[src/rtl/rom_port_arbiter.sv]
// Arbiter that shares the single combinational ROM read port between the
// instruction-fetch requester (F) and the literal-load requester (L).
// One request is granted per cycle. Its response comes back registered one
// cycle later on the winner's channel.
module rom_port_arbiter #(
  parameter int ADDR_WIDTH   = 32,
  parameter int DATA_WIDTH   = 32,
  parameter int ROM_ADDR_MSB = 9,
  parameter int STARVE_LIMIT = 3
) (
  input  logic                  clk,
  input  logic                  rst_n,
  input  logic                  f_req_valid,
  output logic                  f_req_ready,
  input  logic [ADDR_WIDTH-1:0] f_req_addr,
  input  logic                  f_flush,
  output logic                  f_resp_valid,
  output logic [DATA_WIDTH-1:0] f_resp_data,
  output logic                  f_resp_err,
  input  logic                  l_req_valid,
  output logic                  l_req_ready,
  input  logic [ADDR_WIDTH-1:0] l_req_addr,
  output logic                  l_resp_valid,
  output logic [DATA_WIDTH-1:0] l_resp_data,
  output logic                  l_resp_err,
  output logic [ADDR_WIDTH-1:0] rom_address,
  input  logic [DATA_WIDTH-1:0] rom_data
);

  typedef enum logic [1:0] {
    TagNone,
    TagF,
    TagL
  } tag_e;

  localparam logic [3:0] StarveMax = 4'(STARVE_LIMIT);

  tag_e                  tag_q, tag_d;
  logic [3:0]            starve_q, starve_d;
  logic [DATA_WIDTH-1:0] fData_q, fData_d;
  logic [DATA_WIDTH-1:0] lData_q, lData_d;
  logic                  fErr_q, fErr_d;
  logic                  lErr_q, lErr_d;

  logic                  fGrant;
  logic                  lGrant;
  logic                  addrErr;

  // Grant selection: L normally wins a tie, but F wins once it has waited
  // STARVE_LIMIT L grants in a row. A flush blocks only F; L may still go.
  always_comb begin
    fGrant      = f_req_valid && !f_flush && (!l_req_valid || (starve_q == StarveMax));
    lGrant      = l_req_valid && !fGrant;
    f_req_ready = fGrant;
    l_req_ready = lGrant;
    rom_address = lGrant ? l_req_addr : f_req_addr;
    addrErr     = |rom_address[ADDR_WIDTH-1:ROM_ADDR_MSB+1];
  end

  // Next-state logic. It computes the response tag, the captured ROM words
  // and the F starvation counter.
  always_comb begin
    tag_d    = TagNone;
    starve_d = starve_q;
    fData_d  = fData_q;
    fErr_d   = fErr_q;
    lData_d  = lData_q;
    lErr_d   = lErr_q;

    if (fGrant) begin
      tag_d   = TagF;
      fData_d = addrErr ? '0 : rom_data;
      fErr_d  = addrErr;
    end else if (lGrant) begin
      tag_d   = TagL;
      lData_d = addrErr ? '0 : rom_data;
      lErr_d  = addrErr;
    end

    if (fGrant || !f_req_valid) begin
      starve_d = '0;
    end else if (lGrant && (starve_q != StarveMax)) begin
      starve_d = starve_q + 4'd1;
    end
  end

  // State registers. An asynchronous reset drops any pending response.
  always_ff @(posedge clk or negedge rst_n) begin
    if (!rst_n) begin
      tag_q    <= TagNone;
      starve_q <= '0;
      fData_q  <= '0;
      fErr_q   <= 1'b0;
      lData_q  <= '0;
      lErr_q   <= 1'b0;
    end else begin
      tag_q    <= tag_d;
      starve_q <= starve_d;
      fData_q  <= fData_d;
      fErr_q   <= fErr_d;
      lData_q  <= lData_d;
      lErr_q   <= lErr_d;
    end
  end

  // Response outputs. A flush in the response cycle kills the pending F pulse.
  always_comb begin
    f_resp_valid = (tag_q == TagF) && !f_flush;
    l_resp_valid = (tag_q == TagL);
    f_resp_data  = fData_q;
    f_resp_err   = fErr_q;
    l_resp_data  = lData_q;
    l_resp_err   = lErr_q;
  end

endmodule

[config.mk]
export PLATFORM = sky130hd
export DESIGN_NAME = rom_port_arbiter
export DESIGN_NICKNAME = d
export VERILOG_FILES = /design/src/rtl/rom_port_arbiter.sv
export SDC_FILE = /design/constraint.sdc
export NUM_CORES = 1
export LEC_CHECK = 0
export CAP_MARGIN = 40
export CORE_MARGIN = 2
export CORE_UTILIZATION = 37
export CTS_CLUSTER_SIZE = 8
export DETAILED_ROUTE_END_ITERATION = 8
export GPL_ROUTABILITY_DRIVEN = 0
export HOLD_SLACK_MARGIN = 0.08
export MAX_ROUTING_LAYER = met4
export PLACE_DENSITY_LB_ADDON = 0.12
export RECOVER_POWER = 100
export SLEW_MARGIN = 20
export SYNTH_ARGS = -nofsm -noshare
export SYNTH_HDL_FRONTEND = slang
export SYNTH_SLANG_ARGS = --single-unit
[constraint.sdc]
create_clock -name clk -period 2.7 [get_ports clk]
set_clock_uncertainty 0.15 [all_clocks]
set_input_delay 0.81 -clock clk [delete_from_list [all_inputs] [get_ports clk]]
set_output_delay 0.81 -clock clk [all_outputs]
set_load 0.01 [all_outputs]
==> impl_metrics.tcl <==
set metrics [dict create \
    status "complete, but fails checks" \
    violations "negative setup slack" \
    area_growth_pct 91.1 \
    pwr-share-seq 0.467 \
    vias 3584 \
    coreArea_sq_um 8590 \
    crit_chain "ha_2 > or3b_4 > o21ai_4 > buf_6 > inv_8 > buf_16 > nand2_1 > nand2_1 > buf_2" \
    synth.distinct_cells 31 \
    routed.top_layer "met4" \
    avgViaCountPerCell 5.46 \
    rows 34 \
    fill_cells 617 \
    worst_slew_pin_slew_ns 1.37 \
    combPwrFrac 0.220 \
    synthTopCellsByCount "nand2_1, dfrtp_1, a22o_1, a32o_1, nor4_1" \
    cts_buffers 9 \
    final_max_slew_viol_count 0 \
    drt_iter0_drc 133 \
    crit_type "register to output port" \
    cts_max_level 3 \
    dp_hpwl_mm 8.25 \
    ant_nets 0 \
    synth_top_cell_area_share 0.557 \
    yosysTopAreaCell "dfrtp_1" \
    grt-ovfl-total 0 \
    wl_met3_microns 870 \
    switching_share 0.260 \
    hold_path.class "register to register" \
    critPathLaunchType "register" \
    port_buffers 202 \
    synthCells 307 \
    cpMostUsedCell "nand2_1" \
    rsz0062_at_grt "yes" \
    synthArstFlopShare 1.00 \
    ctsLongestPathBuffers 2 \
    max-vdd-ir-drop_uv 361 \
    synthesis.area_sq_um 3230 \
    clkPwrFrac 0.314 \
    n_antenna_cell 0 \
    die_h_microns 97.5 \
    grt_pass1_vias 3733 \
    p_int_mw 1.72 \
    setup_viol 34 \
    antenna_found_initial 0 \
    yosysSeqAreaShare 0.557 \
    p_leak_nw 2.84 \
    die_w_microns 97.5 \
    max-slew-margin-rel 0.0870 \
    yosysMostFrequentCell "nand2_1" \
    wl_met1_mm 5.04 \
    track_usage 0.269 \
    netlist_top_cells_area "dfrtp_1, nand2_1, a32o_1, a22o_1, buf_6" \
    grt_pass1_wl_mm 19.6 \
    cp_slowest_cell "or3b_4" \
    drc_errors 0 \
    finalWorstSetupSlack_ns -0.388 \
    grt_max_degree 43 \
    hold_buffers 0 \
    synthFlopType "dfrtp_1" \
    clock.fmax_mhz 324 \
    required_ns 1.74 \
    syn_avg_cell_area_sq_um 10.5 \
    period_share 1.14 \
    power.density_nw_per_um2 376 \
    routed-wl-met2_mm 6.70 \
    dieArea_sq_um 9500 \
    power.switching_mw 0.604 \
    hold_violations 0 \
    ys_warn_count 0 \
    cp-end-kind "output port" \
    max_stage_delay_ns 0.40 \
    drv_cap 0 \
    synthesis.nets 409 \
    path_max_fanout 6 \
    fin_area_sq_um 6180 \
    ios 203 \
    synth-edff-count 0 \
    tritoncts "yes" \
    ys_ff_latch 72 \
    initial_core_util 0.376 \
    dpl-instance-area_sq_um 5540 \
    numClockSinks 72 \
    avgRoutedWirePerCell_microns 19.8 \
    cp.arrival_ns 2.13 \
    nets 646 \
    period_minus_slack_ns 3.09 \
    drive_gt1_frac 0.295 \
    whs_ns 0.342 \
    clk_transition_reported_paths_ns 0.07 \
    worstSkewPairLatency_ns 0.33 \
    root_buffer "clkbuf_8" \
    drt-total-wl_mm 13.0 \
    first_pass_iters 6 \
]
worst paths after layout:
check                                       startpoint                     endpoint  slack [ns]  cells after the start
setup / recovery               starve_q[0]$_DFFE_PN0P_              rom_address[30]       -0.39                      9
min in group asynchronous                        rst_n  l_resp_data[11]$_DFFE_PN0P_        0.62                      1
max in group asynchronous                        rst_n  f_resp_data[21]$_DFFE_PN0P_        0.42                      2
hold / removal             f_resp_data[17]$_DFFE_PN0P_  f_resp_data[17]$_DFFE_PN0P_        0.34                      1
hold reg to reg            f_resp_data[17]$_DFFE_PN0P_  f_resp_data[17]$_DFFE_PN0P_        0.34                      1
setup reg to reg               starve_q[0]$_DFFE_PN0P_  f_resp_data[18]$_DFFE_PN0P_        0.16                      8
cell type report:
| type | count | area (sq um) | share of cell area |
|---|---|---|---|
| Clock buffer | 12 | 145 | 0.0235 |
| Clock inverter | 4 | 20.0 | 0.00324 |
| Inverter | 5 | 26.3 | 0.00425 |
| Multi-Input combinational cell | 207 | 1510 | 0.245 |
| Sequential cell | 72 | 1800 | 0.292 |
| Tap cell | 108 | 135 | 0.0219 |
| Timing Repair Buffer | 249 | 2540 | 0.410 |
metrics by stage:
stage,utilization,instances,setup WS [ns],power (mW),TNS [ns]
6_report,0.719,657,-0.388,2.32,-11.47
5_1_grt,0.719,657,-0.441,2.41,-13.95
4_1_cts,0.688,652,-0.315,2.29,-9.45
3_5_place_dp,0.645,625,-0.905,1.52,-47.13
3_3_place_gp,0.645,625,-0.841,1.52,-45.35
2_1_floorplan,-,307,-0.0397,1.21,-0.794
per-layer routing:
layer,vias up,GRT usage
li1,1596,-
met1,1783,0.317
met2,174,0.447
met3,31,0.0604
met4,0,0.108
met5,-,-
power by group through the flow:
stage,Clock (mW),Sequential [mW],Combinational [mW]
after global routing,0.790,1.08,0.541
after CTS,0.750,1.08,0.453
after floorplan,0,1.10,0.103
final,0.728,1.08,0.510
after global placement,0,1.10,0.416
after detailed placement,0,1.10,0.421
placed cells by master (no fill, tap or decap), types with 2 or more instances in the layout:
cell type	instances
clkdlybuf4s50_1	163
nor2b_1	3
inv_1	4
buf_8	3
a21oi_1	3
buf_2	13
buf_12	5
nand2_2	45
clkbuf_1	5
dlygate4sd2_1	4
clkbuf_8	10
buf_6	26
dfrtp_1	72
a32o_1	32
clkbuf_16	2
nand2_4	15
clkinv_2	4
nand2_1	38
buf_4	25
nand3_1	5
nor2_1	6
a22o_1	32
nor4_1	10
nor2_4	3
buf_16	4
what timing repair did:
item / CTS / global route
buffers inserted: 6 / 3
pin swaps: 30 / 36
endpoints found under the hold margin: 0 / 0
endpoints found under the setup margin: 68 / 34
gates cloned: 5 / 2
resized for setup: 208 / 55
worst max-delay path, delay by kind of cell (launching register included):
kind | cells | cell delay, ns
fa+ha+maj | 1 | 0.19
compound gates | 1 | 0.18
simple gates | 3 | 0.57
buf+inv | 4 | 0.48
flops | 1 | 0.38
flip-flops by register name, indices dropped and copies added, names as in the netlist:
register	count
tag_q	2
f_resp_data	32
l_resp_data	32
f_resp_err	1
l_resp_err	1
starve_q	4
logic make-up (layout without fill, tap and decap cells):
| family | after synthesis | after routing | synth area share |
|---|---|---|---|
| fa+ha+maj | 1 | 1 | 0.00387 |
| buf+inv | 29 | 270 | 0.0526 |
| simple gates | 132 | 133 | 0.180 |
| flops | 72 | 72 | 0.557 |
| compound gates | 73 | 73 | 0.207 |
(Power assumes the default switching activity.)
